`config.mk`:
```
export PLATFORM = sky130hd
export DESIGN_NAME = seq_det_event_logger
export DESIGN_NICKNAME = d
export VERILOG_FILES = /design/src/rtl/seq_det_event_logger.sv
export SDC_FILE = /design/constraint.sdc
export NUM_CORES = 1
export LEC_CHECK = 0
export BUFFER_PORTS_ARGS = -buffer_cell sky130_fd_sc_hd__buf_2
export CORE_ASPECT_RATIO = 1.25
export CORE_MARGIN = 8
export CORE_UTILIZATION = 30
export CTS_BUF_LIST = sky130_fd_sc_hd__clkbuf_4 sky130_fd_sc_hd__clkbuf_8
export CTS_CLUSTER_DIAMETER = 30
export DETAILED_ROUTE_END_ITERATION = 12
export SYNTH_ARGS = -nofsm -noshare
export SYNTH_HDL_FRONTEND = slang
export SYNTH_SLANG_ARGS = --single-unit
```
`constraint.sdc`:
```
create_clock -name clk -period 2.4 [get_ports clk]
set_input_delay 0.12 -clock clk [delete_from_list [all_inputs] [get_ports clk]]
set_output_delay 0.12 -clock clk [all_outputs]
set_load 0.03 [all_outputs]
```
`src/rtl/seq_det_event_logger.sv`:
```
// Timestamp logger for sequence-detector hits: free-running timestamp, FWFT FIFO,
// saturating hit counter, sticky overflow. Optional irq output with `define SEQ_LOG_IRQ_EN.
module seq_det_event_logger #(
    parameter int TS_W    = 16,
    parameter int DEPTH   = 4,
    parameter int CNT_W   = 8,
    parameter int IRQ_THR = 3
) (
    input  logic                     clk,
    input  logic                     rst,
    input  logic                     det_in,
    input  logic                     clr,
    input  logic                     rd_en,
    output logic [TS_W-1:0]          ts_out,
    output logic                     ts_valid,
    output logic [$clog2(DEPTH):0]   fifo_cnt,
    output logic [CNT_W-1:0]         det_cnt,
    output logic                     ovf
`ifdef SEQ_LOG_IRQ_EN
    ,
    output logic                     irq
`endif
);

    localparam int AW = $clog2(DEPTH);
    localparam int CW = AW + 1;

    logic [TS_W-1:0] ts_ctr;
    logic [TS_W-1:0] mem [DEPTH];
    logic [AW-1:0]   wr_ptr;
    logic [AW-1:0]   rd_ptr;
    logic [CW-1:0]   cnt_nxt;
    logic            ovf_nxt;
    logic            full;
    logic            push;
    logic            pop;
    logic            drop;

    assign full = (fifo_cnt == CW'(DEPTH));
    assign pop  = rd_en && ts_valid;
    // A simultaneous pop frees the slot, so a full FIFO still accepts the push.
    assign push = det_in && (!full || pop);
    assign drop = det_in && full && !pop;

    always_comb begin
        cnt_nxt = fifo_cnt;
        ovf_nxt = ovf;
        if (clr) begin
            cnt_nxt = '0;
            ovf_nxt = 1'b0;
        end else begin
            if (push && !pop) begin
                cnt_nxt = fifo_cnt + CW'(1);
            end else if (pop && !push) begin
                cnt_nxt = fifo_cnt - CW'(1);
            end
            if (drop) begin
                ovf_nxt = 1'b1;
            end
        end
    end

    always_ff @(posedge clk or negedge rst) begin
        if (!rst) begin
            ts_ctr   <= '0;
            wr_ptr   <= '0;
            rd_ptr   <= '0;
            fifo_cnt <= '0;
            ts_valid <= 1'b0;
            det_cnt  <= '0;
            ovf      <= 1'b0;
        end else begin
            fifo_cnt <= cnt_nxt;
            ts_valid <= (cnt_nxt != '0);
            ovf      <= ovf_nxt;
            if (clr) begin
                ts_ctr  <= '0;
                wr_ptr  <= '0;
                rd_ptr  <= '0;
                det_cnt <= '0;
            end else begin
                ts_ctr <= ts_ctr + TS_W'(1);
                if (push) begin
                    wr_ptr <= wr_ptr + AW'(1);
                end
                if (pop) begin
                    rd_ptr <= rd_ptr + AW'(1);
                end
                if (det_in && (det_cnt != '1)) begin
                    det_cnt <= det_cnt + CNT_W'(1);
                end
            end
        end
    end

    // Storage is not reset; ts_out is masked by ts_valid instead.
    always_ff @(posedge clk) begin
        if (!clr && push) begin
            mem[wr_ptr] <= ts_ctr;
        end
    end

    assign ts_out = ts_valid ? mem[rd_ptr] : '0;

`ifdef SEQ_LOG_IRQ_EN
    always_ff @(posedge clk or negedge rst) begin
        if (!rst) begin
            irq <= 1'b0;
        end else begin
            irq <= !clr && ((32'(cnt_nxt) >= IRQ_THR) || ovf_nxt);
        end
    end
`endif

endmodule

```
==> flow_summary.toml <==
[yosys]
yosys_warnings = 0
synthesis.area_um2 = 4205
synth.area.top_cells = "edfxtp_1 (46%), dfrtp_1 (20%), mux4_2 (5.9%)"
synth_cell_type_count = 42
ys_ff_latch = 97
yosysTopAreaCell = "edfxtp_1"
synthCells = 275
synth_edf_count = 64
ys.flop_type = "edfxtp_1"
synthArstFlopShare = 0.3402
syn_nets = 289
post-synth-top-area-fraction = 0.4570
yosysSeqAreaShare = 0.6534
syn_area_per_cell_um2 = 15.29

[clock_network]
clk_latency_ps = 360
cts_root_buffer = "clkbuf_8"
htreeDepth = 3
cts_inserted_buffers = 9
cts_num_sinks = 97
cts_setup_buffers = 0
clk_pin_slew_worst_paths_ps = 80
cts_tree = "yes"
cts_max_path_buffers = 2

[setup_path]
r2r_start = "ts_valid"
crit_required_ps = 2280
endpoint_kind = "output port"
arrival_ps = 2050
critPathSlowestCell = "mux4_1"
crit_family = "multiplexers"
path_class = "reg2out"
path_buf_inv = 2
crit_chain = "buf_4 -> mux4_1 -> and2_1 -> buf_2"
r2r_cells = 5
crit_fanout = 16
cpPeakStageDelay_ps = 620
reg2reg_to = "mem[1][15]"
r2r_setup_slack_ps = 460
cp-start-kind = "flip-flop"

[drt]
wl_per_cell_um = 15.58
routed_wl_mm = 7.695
drc_errors = 0
drt-pass1-iter-count = 4
vias_per_cell = 4.660
drtIter0Drc = 129
antenna_left = 0
vias = 2302

[power_and_ir_drop]
power_density_nw_per_um2 = 795.6
p_total_mw = 3.788
p_leak_nw = 1.817
max-vdd-ir-drop_v = 0.0003907

[grt]
grt_pass1_vias = 2414
grt-ovfl-total = 0
grt.total_usage = 0.08985
grt_max_degree = 35
grt_pass1_wl_mm = 12.43
antenna_found_initial = 0

[placed_design]
gp_congestion = 0.7166
dp_hpwl_mm = 5.136
place_ws_ps = 433.5
dp_cells = 479
io_buffers = 33

[timing]
clock.fmax_ghz = 0.4616
fin_crit_sh = 0.9026
hold_viol = 0
setup_ws_ps = 233.7
slew_headroom = 0.4995
fin_tns_setup_ps = 0
slew_viol_final = 0
min_period_ps = 2166
rsz0062_at_grt = "false"
worst_pin_slew_ps = 750.8
setup_violations = 0
skew_ps = 9.458

[floorplanning]
die_x_um = 121.9
rows = 48
core_area_um2 = 13750
die_h_um = 148.4
io_pins = 34
dieArea_um2 = 18090
start_util = 0.3058

[run]
cap_violations = 0

[cells_and_area]
antenna_cells = 0
nNetsFinal = 330
final_cells = 494
n_fill_cell = 1323
drive_above_1_share = 0.2320
utilization = 0.3462
syn_to_final_growth_pct = 13.21

[status]
status = "finished clean"

[worst_hold_path]
holdPathStages = 4
hp-class = "in2reg"
worstHoldStart = "rd_en"
min_to = "rd_ptr[1]"
-- logic make-up after synthesis --
kind of cell / synth area share
xor+xnor: 0.04165
mux: 0.1024
compound gates: 0.03541
fa+ha+maj: 0.02678
simple gates: 0.1131
buf+inv: 0.02737
flops: 0.6534
-- Yosys cell counts, drive strengths merged (3+ instances only) --
| master | count |
|---|---|
| edfxtp | 64 |
| dfrtp | 33 |
| nor2 | 28 |
| and2 | 22 |
| mux4 | 16 |
| xnor2 | 11 |
| ha | 9 |
| inv | 9 |
| xor2 | 9 |
| a21oi | 8 |
| nand3 | 7 |
| buf | 6 |
| clkbuf | 6 |
| nand2 | 6 |
| nor3 | 5 |
| mux2i | 4 |
| nor4 | 4 |
| o21ai | 4 |
| nand4 | 3 |
-- cell type report --
cell class | instances | area [um2] | share of cell area
well taps | 175 | 219.0 | 0.04599
flip-flops and latches | 97 | 2748 | 0.5771
clock buffers | 11 | 138.9 | 0.02917
inverters | 9 | 33.78 | 0.007096
clock inverters | 3 | 43.79 | 0.009198
multi-input cells | 157 | 1343 | 0.2820
repair buffers | 42 | 235.2 | 0.04941
-- power breakdown --
part / leakage, nW / total (mW) / internal (mW) / switching [mW]
Combinational: 0.671 / 0.851 / 0.328 / 0.524
Sequential: 1.05 / 1.93 / 1.86 / 0.0697
Clock: 0.0922 / 1.01 / 0.493 / 0.513
-- routing by layer --
layer / vias to the layer above / routed length (um) / GRT usage
met4: 0 / 152 / 0.05009
met2: 52 / 3899 / 0.1515
met3: 12 / 343 / 0.02011
met5: - / 0 / 0
li1: 1100 / - / -
met1: 1138 / 3299 / 0.1026
-- sequential cells by signal, summed over array words and instances (netlist names) --
| register | count |
|---|---|
| det_cnt | 8 |
| fifo_cnt | 3 |
| mem | 64 |
| ovf | 1 |
| rd_ptr | 2 |
| ts_ctr | 16 |
| ts_valid | 1 |
| wr_ptr | 2 |
-- through the flow --
stage          hold WS, ps  area [um2]
2_1_floorplan       -175.6        4205
3_3_place_gp         236.0        4568
3_5_place_dp         248.4        4568
4_1_cts              150.2        4761
5_1_grt              180.6        4761
6_report             163.0        4761
-- repair_timing --
action / in CTS / in global routing
endpoints found under the hold margin: 33 / 0
gates resized for setup: 0 / 0
hold buffers: 1 / 0
-- cell usage in the layout (no fill, tap or decap), types with 2 or more instances in the layout --
master,netlist,routed
nand3_1,6,6
buf_4,0,8
nand2_1,6,6
o211ai_1,2,2
or3_1,2,2
a21oi_1,8,8
nor2_1,28,28
nor3_1,5,5
mux4_1,5,5
xnor2_1,11,11
mux2i_1,4,4
and2_1,22,22
ha_1,9,9
mux4_2,11,11
inv_1,9,9
dfrtp_1,33,33
and3_1,2,2
buf_2,3,33
nand4_1,2,2
o21ai_0,3,3
clkbuf_8,0,9
xor2_1,9,9
nor2b_1,2,2
edfxtp_1,64,64
a311oi_1,2,2
clkbuf_4,0,2
nor4_2,4,4
-- worst max-delay path by stage --
stage,slack (ps),end,depth (start not counted),from
after floorplan,280,mem[0][0],5,fifo_cnt[0]
after global placement,520,mem[1][13],5,ts_valid
after detailed placement,430,mem[3][12],5,ts_valid
after CTS,170,ts_out[0],4,rd_ptr[0]
after global routing,120,ts_out[0],4,rd_ptr[0]
final,230,ts_out[0],4,rd_ptr[0]
-- worst min-delay path, cell delays in order --
cell and delay [ps]:
buf_2 130, nand3_1 90, xor2_1 60, nor2_1 70
Power figures use the tool's default switching activity.
